### src/rtl/imm_extend_stage.sv
// imm_extend_stage: 2-entry FIFO that decodes and stores the extended immediate of each instruction at push
// Ports: clk/reset (sync, active-high), flush drops all entries,
//        in_valid/in_ready/in_instr/in_pc upstream handshake,
//        out_valid/out_ready/out_instr/out_pc/out_imm/out_kind head entry.
// Optional feature: define IMM_MOVZ_EN to decode MOVZ as kind 5.
module imm_extend_stage #(
    parameter int BR_SHIFT = 2
) (
    input  logic        clk,
    input  logic        reset,
    input  logic        flush,
    input  logic        in_valid,
    output logic        in_ready,
    input  logic [31:0] in_instr,
    input  logic [63:0] in_pc,
    output logic        out_valid,
    input  logic        out_ready,
    output logic [31:0] out_instr,
    output logic [63:0] out_pc,
    output logic [63:0] out_imm,
    output logic [2:0]  out_kind
);
    logic [31:0] instr_q [2];
    logic [63:0] pc_q [2];
    logic [63:0] imm_q [2];
    logic [2:0]  kind_q [2];
    logic        wr_ptr, rd_ptr;
    logic [1:0]  count;
    logic        push, pop;
    logic        is_i, is_d, is_b, is_cb, is_mz;
    logic [63:0] mz_imm, imm_d;
    logic [2:0]  kind_d;

    always_comb begin
        is_i  = in_instr[31:22] == 10'b1001000100 || in_instr[31:22] == 10'b1101000100;
        is_d  = in_instr[31:21] == 11'b11111000010 || in_instr[31:21] == 11'b11111000000;
        is_b  = in_instr[31:26] == 6'b000101;
        is_cb = in_instr[31:24] == 8'b10110100 || in_instr[31:24] == 8'b01010100;
`ifdef IMM_MOVZ_EN
        is_mz  = in_instr[31:23] == 9'b110100101;
        mz_imm = {48'b0, in_instr[20:5]} << {in_instr[22:21], 4'b0};
`else
        is_mz  = 1'b0;
        mz_imm = '0;
`endif
        kind_d = is_i ? 3'd1 : is_d ? 3'd2 : is_b ? 3'd3 : is_cb ? 3'd4 : is_mz ? 3'd5 : 3'd0;
        imm_d  = is_i  ? {52'b0, in_instr[21:10]} :
                 is_d  ? {{55{in_instr[20]}}, in_instr[20:12]} :
                 is_b  ? {{38{in_instr[25]}}, in_instr[25:0]} << BR_SHIFT :
                 is_cb ? {{45{in_instr[23]}}, in_instr[23:5]} << BR_SHIFT :
                 is_mz ? mz_imm : '0;
        in_ready  = count < 2'd2;
        out_valid = count != 2'd0;
        push      = in_valid && in_ready;
        pop       = out_valid && out_ready;
        out_instr = out_valid ? instr_q[rd_ptr] : '0;
        out_pc    = out_valid ? pc_q[rd_ptr] : '0;
        out_imm   = out_valid ? imm_q[rd_ptr] : '0;
        out_kind  = out_valid ? kind_q[rd_ptr] : '0;
    end

    always_ff @(posedge clk) begin
        if (reset || flush) begin
            count  <= '0;
            wr_ptr <= 1'b0;
            rd_ptr <= 1'b0;
        end else begin
            if (push) begin
                instr_q[wr_ptr] <= in_instr;
                pc_q[wr_ptr]    <= in_pc;
                imm_q[wr_ptr]   <= imm_d;
                kind_q[wr_ptr]  <= kind_d;
                wr_ptr          <= ~wr_ptr;
            end
            if (pop)
                rd_ptr <= ~rd_ptr;
            count <= count + 2'(push) - 2'(pop);
        end
    end
endmodule

### config.mk
export PLATFORM = sky130hd
export DESIGN_NAME = imm_extend_stage
export DESIGN_NICKNAME = d
export VERILOG_FILES = /design/src/rtl/imm_extend_stage.sv
export SDC_FILE = /design/constraint.sdc
export NUM_CORES = 1
export LEC_CHECK = 0
export CORE_MARGIN = 1
export CORE_UTILIZATION = 32
export DETAILED_ROUTE_END_ITERATION = 16
export PLACE_DENSITY = 0.63
export RECOVER_POWER = 100
export SYNTH_ARGS = -nofsm -noshare
export SYNTH_HDL_FRONTEND = slang
export SYNTH_SLANG_ARGS = --single-unit
### constraint.sdc
create_clock -name clk -period 47.8 [get_ports clk]
set_input_delay 7.17 -clock clk [delete_from_list [all_inputs] [get_ports clk]]
set_output_delay 7.17 -clock clk [all_outputs]
set_load 0.05 [all_outputs]
## Yosys cells after proc, flatten, opt, wreduce, memory -nomap -nowiden

Memory sizes are Yosys's and may differ from the RTL's. A register that Yosys moved wholly into a read port is not among the register bits.
Cells that the tools add are included.

- Input bits: 101
- Logic and storage cells: 49
- Output and inout port bits: 165
- Bits in registers: 4
- Memories kept: 4
- Bits in writable memories: 326

- Reduce and logical (&&, ||, !) cells: 7
- Add/sub/neg operators: 2
- Bitwise operators: 2
- $lt $le $gt $ge: 1
- Muxes and demuxes: 23
- Equality and inequality tests: 7

Memories:

| memory | words | width | read ports | clocked after Yosys merged registers in | wr ports | RTL line | source |
|---|---|---|---|---|---|---|---|
| imm_q | 2 | 64 | 1 | 1 | 1 | 25 | `logic [63:0] imm_q [2];` |
| pc_q | 2 | 64 | 1 | 1 | 1 | 24 | `logic [63:0] pc_q [2];` |
| instr_q | 2 | 32 | 1 | 1 | 1 | 23 | `logic [31:0] instr_q [2];` |
| kind_q | 2 | 3 | 1 | 1 | 1 | 26 | `logic [2:0] kind_q [2];` |

Operator list:

| kind | count |
|---|---|
| $mux W64 | 6 |
| $mux W32 | 1 |
| $eq A11 B11 Y1 const B | 2 |
| $eq A10 B10 Y1 const B | 2 |
| $mux W3 | 5 |
| $mux W1 | 11 |
| $eq A8 B7 Y1 const B | 1 |
| $eq A8 B8 Y1 const B | 1 |
| $eq A6 B3 Y1 const B | 1 |
| $logic_or A1 B1 Y1 | 4 |
| $add A2 B1 Y2 | 1 |
| $logic_and A1 B1 Y1 | 2 |
| $lt A2 B2 Y1 const B | 1 |
| $not A1 Y1 | 2 |
| $reduce_bool A2 Y1 | 1 |
| $sub A2 B1 Y2 | 1 |

## Logic depth before layout (Yosys ltp)

Gate-level depths: netlist (run 1).

- Word-level depth: 6
- Mapped depth: 9
- Mapped depth without buffers: 9

## Least setup slack after synthesis (run 1)

Ideal clock, no wire load.

- Kind: in2reg
- From: in flush
- To: mem imm_q[0][0] (enable)
- Path buffers: 0
- Path slack: 27.377 ns
- Stages on the path: 1
- Arrival time: 19.485 ns
- Setup time: 0.939 ns
- Required time: 46.861 ns
- Cells stage by stage: nor4_1

- Longest elaborated chain between the ends: 3

RTL lines:

| what | RTL line | source |
|---|---|---|
| from (decl) | 11 | `input logic flush,` |
| $logic_or A1 B1 Y1 | 63 | `if (reset \|\| flush) begin` |
| $mux W1 | 63 |  |
| $mux W1 (implied by the code) | 71 | `imm_q[wr_ptr] <= imm_d;` |
| to (decl) | 25 |  |

No other way between the ends.

## Final worst setup path (run 1)

- From: reg count[1]
- To: out out_pc[15]

- Longest elaborated chain between the ends: 2

RTL lines:

| what | RTL line | source |
|---|---|---|
| from (decl) | 28 | `logic [1:0] count;` |
| from (signal assigned) | 77 | `count <= count + 2'(push) - 2'(pop);` |
| $reduce_bool A2 Y1 | 53 | `out_valid = count != 2'd0;` |
| $mux W64 | 57 | `out_pc = out_valid ? pc_q[rd_ptr] : '0;` |
| to (decl) | 19 | `output logic [63:0] out_pc,` |

No other way between the ends.

==> results.cfg, run 1 <==
[logic_synthesis]
synth_top_area_frac = 0.720
synth_seq_area_share = 0.730
synth_area_leader_cell = edfxtp_1
synthTopCellsByArea = edfxtp_1 (72%), mux2i_1 (12%), nor2_1 (4.9%)
yosys.area_share.simple = 0.0775
ys.flop_type = edfxtp_1
synthesis.nets = 796
synth_edf_count = 254
yosysUniqueCellTypes = 37
synth_top_family_by_area = multiplexers
yosysWarnings = 0
synth_xor_area_frac = 0.00331
synth_fa_ha_area_frac = 0.00236
syn_area_per_cell_um2 = 15.3
synth_mux_area_frac = 0.120
synth_cells = 693
ys_seq_elements = 259
synth_compound_area_frac = 0.0258
synthesis.area_mm2 = 0.0106
synth_async_sr_flop_share = 0

[power]
p_seq_frac = 0.493
p_sw_uw = 130
power.total_uw = 518
switching_share = 0.250
clockPowerShare = 0.386
p_leak_nw = 4.97
p_comb_frac = 0.121
p_int_uw = 388
p_per_area_mw_per_mm2 = 36.3
vdd_drop_max_v = 0.0000256

[timing]
finalSetupViolCount = 0
setup-tns-final_ps = 0
rsz0062_at_grt = no
fin_skew_ps = 8.19
finalHoldViolations = 0
slew_headroom = -2.02
post-route-period-util = 0.292
finalMaxSlewViolations = 447
worstMarginPinSlew_ps = 4530
fmax_ghz = 0.0717
layout_min_cycle_time_ps = 13940

[clock_tree]
cts_buffer_depth = 3
numCtsBuffers = 28
holdBufCountCts = 0
ctsResizeCount = 0
cts_setup_buffers = 0
clk_pin_slew_worst_paths_ps = 60
clkLatencyLatePin_ps = 540
cts.sinks = 259
cts_htree_levels = 1
cts_root_buffer = clkbuf_16
cts_tree = yes

[critical_path]
ff2ff_path_depth = 5
end_kind = output port
critPathRequiredTime_ps = 40630
cpLargestDelayFamily = buffers and inverters
critPathLaunchType = register
rr_endpoint = pc_q[0][4]$_DFFE_PP_
arrival_ps = 6770
path_cells = nor2_4, clkbuf_1, clkbuf_1, nor2_1, dlygate4sd3_1
r2r-start = count[1]$_SDFF_PP0_
worst_path_max_delay_cell = clkbuf_1
worstSetupPathType = reg -> out
cpPeakStageDelay_ps = 2290
cp_common_cell = clkbuf_1
crit_fanout = 66
r2r_setup_slack_ps = 40760
critPathBufInv = 3

[floorplanning]
start_util = 0.325
rows = 66
pin_count = 266
die_area_mm2 = 0.0338
die_h_um = 184
coreArea_mm2 = 0.0325
chipWidth_um = 184

[outcome]
violations = capacitance limit, slew limit
outcome = finished, violations left

[placed_design]
placed_cell_area_mm2 = 0.0135
placedCellCount = 1338
place.gp.congestion = 0.761
hpwl_um = 16800
portBuffers = 265

[drt]
wl_um = 25800
drcViolationCount = 0
dr.pass1.iters = 4
via_per_inst = 4.68
wl_per_cell_um = 18.5
vias = 6515
first_iter_violations = 333
drtAntennaViolNets = 0

[final_layout]
instances_no_fill = 1392
syn_to_final_growth_pct = 34.7
fin_nets = 1029
final_area_mm2 = 0.0143
drive_above_1_share = 0.0486

[hold_path]
hp-class = reg -> reg
whs_path_depth = 2
holdCritStartpoint = rd_ptr$_SDFFE_PP0P_

[global_route]
grt_pass1_vias = 6298
grt_overflow = 0
grt_max_degree = 75
gr-usage-all-layers = 0.148
grt_pass1_wl_um = 38000
antenna_found_initial = 6

[flow_run]
maxCapViolCount = 8
==> cell type report <==
type / instances / area (um2)
Clock inverter: 18 / 110
Timing Repair Buffer: 274 / 2700
Fill cell: 3009 / 18300
Tap cell: 442 / 553
Sequential cell: 259 / 7730
Inverter: 4 / 15.0
Clock buffer: 32 / 737
Multi-Input combinational cell: 359 / 2410
Antenna cell: 4 / 10.0
==> routing by layer <==
layer  global-route usage  vias to the layer above  part of all wire
met4               0.0460                        6             0.029
met2                0.243                      274              0.47
li1                     -                     3001                 -
met5                    0                        -            0.0014
met3               0.0432                       43             0.079
met1                0.187                     3191              0.42
==> registers in the layout, summed over array words and instances, names as in the netlist, named ones only <==
register / flops
instr_q: 64
imm_q: 56
pc_q: 128
count: 2
rd_ptr: 1
wr_ptr: 1
kind_q: 6
==> tightest hold or removal path, cell delays in order, from the launching register on <==
cell and delay (ps):
dfxtp_1 330, xnor2_1 140, nor3_1 50
==> cell usage in the layout, fill, tap and decap left out, types with 9 or more instances in the layout <==
| master | count |
|---|---|
| mux2i_1 | 127 |
| clkbuf_1 | 9 |
| clkinv_1 | 10 |
| nand2_1 | 20 |
| nor2_1 | 138 |
| edfxtp_1 | 254 |
| nor3_1 | 11 |
| a22oi_1 | 18 |
| dlygate4sd3_1 | 260 |
| clkbuf_16 | 29 |
==> cell usage after synthesis, types with 2 or more instances <==
cell type,instances
edfxtp_1,254
nor2_1,139
mux2i_1,127
buf_4,38
clkbuf_1,20
nand2_1,20
a22oi_1,18
nor3_1,10
buf_2,8
buf_1,5
dfxtp_1,5
nand3_1,5
inv_1,4
xnor2_1,4
a21oi_1,3
a221oi_1,3
a22o_1,2
and2_1,2
and3_1,2
ha_1,2
nand3b_1,2
nor2b_1,2
nor4_1,2
o21ai_0,2
or3b_1,2
==> power groups by stage <==
stage	clock [mW]	combinational [mW]	sequential [mW]
finish	0.200	0.0625	0.256
global route	0.214	0.0660	0.256
CTS	0.206	0.0676	0.255
detailed placement	0	0.0674	0.260
global placement	0	0.0669	0.260
floorplan	0	0.0397	0.261
==> kinds of logic (layout without fill, tap and decap cells) <==
kind of cell	count (synthesis)	after routing
buf+inv	75	328
mux	127	127
other cells	0	4
simple gates	193	193
compound gates	33	33
xor+xnor	4	4
flops	259	259
fa+ha+maj	2	2
==> worst max path at each step <==
| stage | startpoint | end | cells past startpoint |
|---|---|---|---|
| after CTS | register | out_imm[44] | 3 |
| after detailed placement | in_valid | pc_q[0][41]$_DFFE_PP_ | 6 |
| after floorplan | flush | imm_q[0][0]$_DFFE_PP_ | 1 |
| after global routing | count[1]$_SDFF_PP0_ | out_pc[15] | 5 |
| final | count[1]$_SDFF_PP0_ | out_pc[15] | 5 |
| after global placement | in_valid | pc_q[0][58]$_DFFE_PP_ | 6 |
==> per-stage QoR <==
| stage | utilization | setup WS [ps] | hold WS (ps) |
|---|---|---|---|
| floorplan | - | 27380 | 518 |
| global placement | 0.414 | 37600 | 530 |
| detailed placement | 0.414 | 37570 | 536 |
| CTS | 0.440 | 37000 | 555 |
| global route | 0.438 | 33310 | 569 |
| finish | 0.438 | 33860 | 553 |
Power figures use the tool's default switching activity.
==> inputs of run 2 (changes only) <==
==> constraint.sdc (replaced) <==
create_clock -name clk -period 13.1 [get_ports clk]
set_input_delay 1.965 -clock clk [delete_from_list [all_inputs] [get_ports clk]]
set_output_delay 1.965 -clock clk [all_outputs]
set_load 0.05 [all_outputs]
==> run 2 against run 1 <==
- the run still ends with capacitance limit, slew limit left
- first-iteration DRC count increased by 9.6%
- worst setup slack got worse by 29000 ps
- critical path depth unchanged
- flip-flop and latch count unchanged
- clock power increased to 3.9 times the previous value
- cell count about the same
- global-route usage decreased by 0.55 points
- sequential power increased to 3.6 times the previous value
- combinational power increased to 3.6 times the previous value
- cell area increased by 0.42%
- core utilization increased by 0.18 points
- register-to-register slack got worse by 34000 ps
- critical path type unchanged
- critical endpoint is now out_imm[7]
==> results.cfg, run 2 (same netlist as run 1, synthesis figures left out) <==
[outcome]
outcome = finished, violations left
violations = capacitance limit, slew limit

[global_route]
grt_overflow = 0
grt_max_degree = 69
grt_pass1_wl_um = 36700
gr-usage-all-layers = 0.142
antenna_found_initial = 1
grt_pass1_vias = 6346

[timing]
finalMaxSlewViolations = 446
worstMarginPinSlew_ps = 3950
worst_slack_ps = 4610
finalHoldViolations = 0
post-route-period-util = 0.648
slew_headroom = -1.64
rsz0062_at_grt = no
fin_skew_ps = 8.80
finalSetupViolCount = 0
fin_hold_ws_ps = 553
fmax_ghz = 0.118
layout_min_cycle_time_ps = 8490
setup-tns-final_ps = 0

[clock_tree]
cts_setup_buffers = 0
clk_pin_slew_worst_paths_ps = 60
cts_root_buffer = clkbuf_16
cts_buffer_depth = 3
cts_htree_levels = 1
cts_tree = yes
ctsResizeCount = 0
cts.sinks = 259
numCtsBuffers = 29
clkLatencyLatePin_ps = 540
holdBufCountCts = 0

[final_layout]
top_regs = pc_q x128, instr_q x64, imm_q x56
nFillCells = 3018
n_antenna_cell = 0
drive_above_1_share = 0.0527
largest_reg_flops = 128
fin_nets = 1030
final_common_cell = dlygate4sd3_1
instances_no_fill = 1391
most-common-layout-cells = dlygate4sd3_1 (260), edfxtp_1 (254), nor2_1 (138), mux2i_1 (127), clkbuf_16 (29)
syn_to_final_growth_pct = 35.3
top_register = pc_q

[critical_path]
cp_common_cell = clkbuf_1
critPathLaunchType = register
arrival_ps = 6530
path_cells = nor2_4, clkbuf_1, clkbuf_1, nor2_1, dlygate4sd3_1
cp-startpoint = count[1]$_SDFF_PP0_
critPathRequiredTime_ps = 11140
cpPeakStageDelay_ps = 2270
cpLargestDelayFamily = buffers and inverters
worst_path_max_delay_cell = clkbuf_1
r2r-start = count[1]$_SDFF_PP0_
crit_fanout = 68
end_kind = output port
critPathBufInv = 3
worstSetupPathType = reg -> out

[floorplanning]
start_util = 0.325
pin_count = 266
rows = 66
chipWidth_um = 184
die_h_um = 184
die_area_mm2 = 0.0338
coreArea_mm2 = 0.0325

[drt]
first_iter_violations = 365
via_per_inst = 4.62
drtAntennaViolNets = 0
wl_um = 24700
wl_per_cell_um = 17.8
drcViolationCount = 0
dr.pass1.iters = 5
vias = 6433

[power]
vdd_drop_max_v = 0.0000951
p_leak_nw = 5.02
p_per_area_mw_per_mm2 = 135

[placed_design]
dp_slack_ps = 8220
placedCellCount = 1338
hpwl_um = 16400
portBuffers = 265
place.gp.congestion = 0.768

[hold_path]
holdCritStartpoint = rd_ptr$_SDFFE_PP0P_
hp-class = reg -> reg

[flow_run]
maxCapViolCount = 8
## run 2: area by class of cell
cell class              instances  area, um2  share of cell area
repair buffers                274       2700               0.188
clock buffers                  34        744              0.0520
multi-input cells             359       2400               0.168
well taps                     442        553              0.0386
inverters                       4       15.0             0.00105
clock inverters                19        176              0.0123
flip-flops and latches        259       7730               0.540
## run 2: stage by stage
step / utilization / area (um2) / power (mW)
2_1_floorplan: - / 10600 / 1.09
3_3_place_gp: 0.414 / 13500 / 1.19
3_5_place_dp: 0.414 / 13500 / 1.19
4_1_cts: 0.443 / 14400 / 1.98
5_1_grt: 0.440 / 14300 / 2.01
6_report: 0.440 / 14300 / 1.94
## run 2: worst min-delay path, delay by kind of cell (launching register included)
| family | cells | cell delay (ps) |
|---|---|---|
| DFF | 1 | 330 |
| and+or+nand+nor | 1 | 50 |
| xor gates and xnor gates | 1 | 140 |
## run 2: where the power goes
part / internal [mW] / total (mW) / switching, mW / leakage [nW]
Sequential: 0.927 / 0.932 / 0.00428 / 2.34
Combinational: 0.0715 / 0.228 / 0.157 / 2.22
Clock: 0.464 / 0.780 / 0.316 / 0.452
## run 2: worst paths after layout
path / to / slack (ps) / cells past startpoint
hold / removal: register / 550 / 2
hold reg to reg: register / 550 / 2
setup reg to reg: pc_q[1][23]$_DFFE_PP_ / 6950 / 3
setup / recovery: out_imm[7] / 4610 / 5
## run 2: routing by layer
| layer | wire length [um] | track usage | share of wire |
|---|---|---|---|
| met5 | 11 | 0 | 0.00044 |
| met4 | 647 | 0.0413 | 0.026 |
| met2 | 12100 | 0.246 | 0.49 |
| met3 | 1840 | 0.0303 | 0.075 |
| met1 | 10100 | 0.179 | 0.41 |
==> inputs of run 3 (changes only) <==
--- a/config.mk
+++ b/config.mk
@@ -8,7 +8,7 @@
 export CORE_MARGIN = 1
 export CORE_UTILIZATION = 32
 export DETAILED_ROUTE_END_ITERATION = 16
-export PLACE_DENSITY = 0.63
+export PLACE_DENSITY = 0.65
 export RECOVER_POWER = 100
 export SYNTH_ARGS = -nofsm -noshare
 export SYNTH_HDL_FRONTEND = slang
==> constraint.sdc (replaced) <==
create_clock -name clk -period 7.6 [get_ports clk]
set_input_delay 1.14 -clock clk [delete_from_list [all_inputs] [get_ports clk]]
set_output_delay 1.14 -clock clk [all_outputs]
set_load 0.05 [all_outputs]
==> run 3 against run 2 <==
- the run still ends with capacitance limit, slew limit left
- routed wire length is 0.71% lower
- largest cell class unchanged
- clock skew is 15 ps higher
- sequential power is 72% higher
- register-to-register slack worse by 3900 ps
==> results.cfg, run 3 (same netlist as run 1, synthesis figures left out) <==
[final_layout]
nFillCells = 2919
most-common-layout-cells = dlygate4sd3_1 (260), edfxtp_1 (254), nor2_1 (138), mux2i_1 (127), clkbuf_16 (29)
fin_util = 0.441
top_register = pc_q
syn_to_final_growth_pct = 35.6
final_common_cell = dlygate4sd3_1
top_regs = pc_q x128, instr_q x64, imm_q x56
multi_input_area_mm2 = 0.00240
seq_area_mm2 = 0.00773
fin_nets = 1032
largest_reg_flops = 128
drive_above_1_share = 0.0547

[outcome]
outcome = finished, violations left
violations = capacitance limit, slew limit

[drt]
vias = 6444
drcViolationCount = 0
drtAntennaViolNets = 0
first_iter_violations = 278
wl_per_cell_um = 17.6
via_per_inst = 4.62
dr.pass1.iters = 6
wl_um = 24600

[critical_path]
worstSetupPathType = in -> reg
arrival_ps = 5460
end_kind = register
critPathLaunchType = input port
r2r-start = count[1]$_SDFF_PP0_
crit_fanout = 49
cp-startpoint = in_valid
critPathRequiredTime_ps = 7700

[power]
p_leak_nw = 5.02
p_per_area_mw_per_mm2 = 232
p_seq_frac = 0.481
p_comb_frac = 0.118
p_sw_uw = 835
p_int_mw = 2.49
switching_share = 0.251
power.total_mw = 3.33
vdd_drop_max_v = 0.000166
clockPowerShare = 0.401

[timing]
fmax_ghz = 0.187
finalHoldViolations = 0
setup-tns-final_ps = 0
post-route-period-util = 0.705
fin_skew_ps = 23.4
layout_min_cycle_time_ps = 5360
slew_headroom = -0.877
fin_hold_ws_ps = 555
worstMarginPinSlew_ps = 2820
rsz0062_at_grt = no
finalMaxSlewViolations = 235
finalSetupViolCount = 0

[floorplanning]
coreArea_mm2 = 0.0325
start_util = 0.325
die_area_mm2 = 0.0338
rows = 66
chipWidth_um = 184
pin_count = 266
die_h_um = 184

[clock_tree]
holdBufCountCts = 0
cts_setup_buffers = 0
cts_htree_levels = 1
numCtsBuffers = 29
clk_pin_slew_worst_paths_ps = 60
ctsResizeCount = 0
cts_root_buffer = clkbuf_16
cts_buffer_depth = 3
cts.sinks = 259
cts_tree = yes
clkLatencyLatePin_ps = 560

[global_route]
antenna_found_initial = 6
grt_overflow = 0
grt_pass1_vias = 6333
grt_pass1_wl_um = 36500
grt_max_degree = 127
gr-usage-all-layers = 0.141

[placed_design]
portBuffers = 265
hpwl_um = 15900
place.gp.congestion = 0.773

[hold_path]
hp-class = reg -> reg
holdCritStartpoint = rd_ptr$_SDFFE_PP0P_

[flow_run]
maxCapViolCount = 6
run 3: changes by cell type in the layout (fill, tap and decap cells not counted), moves of 2 or more:
cell and change:
clkinv_2 -2, clkinvlp_4 +2, diode_2 +3, inv_6 -2
run 3: power by group through the flow:
| stage | clock network, mW | registers (mW) | logic [mW] |
|---|---|---|---|
| floorplan | 0 | 1.63 | 0.250 |
| global placement | 0 | 1.63 | 0.422 |
| detailed placement | 0 | 1.63 | 0.425 |
| CTS | 1.37 | 1.60 | 0.427 |
| global route | 1.43 | 1.60 | 0.415 |
| finish | 1.33 | 1.60 | 0.392 |
run 3: path summary, 6_finish.rpt:
path	endpoint	slack, ps	depth (start not counted)
worst min-delay path	register	550	2
worst max register to register	pc_q[1][58]$_DFFE_PP_	3030	3
worst max-delay path	pc_q[1][58]$_DFFE_PP_	2240	4
worst min register to register	register	550	2
run 3: metrics by stage:
step                cell area, um2  instances  setup WS [ps]
finish                       14400       1396           2240
global route                 14400       1394           1770
CTS                          14400       1392           3160
detailed placement           13500       1339           3770
global placement             13500       1339           3790
floorplan                    10600        693           1690
run 3: layout make-up:
class	count	area share
clock inverters	17	0.0112
repair buffers	276	0.191
clock buffers	36	0.0524
well taps	442	0.0385
flip-flops and latches	259	0.539
diodes	3	0.000523
multi-input cells	359	0.167
inverters	4	0.00105
run 3: critical path, stage by stage:
cell	delay [ps]
dlygate4sd3_1	520
nor2b_1	230
and3_1	1440
clkbuf_1	2090
run 3: per-layer routing:
metal  global-route usage  share of wire
met1                0.175           0.42
met2                0.236           0.47
met3               0.0406          0.085
met4               0.0467          0.026
met5                    0         0.0014
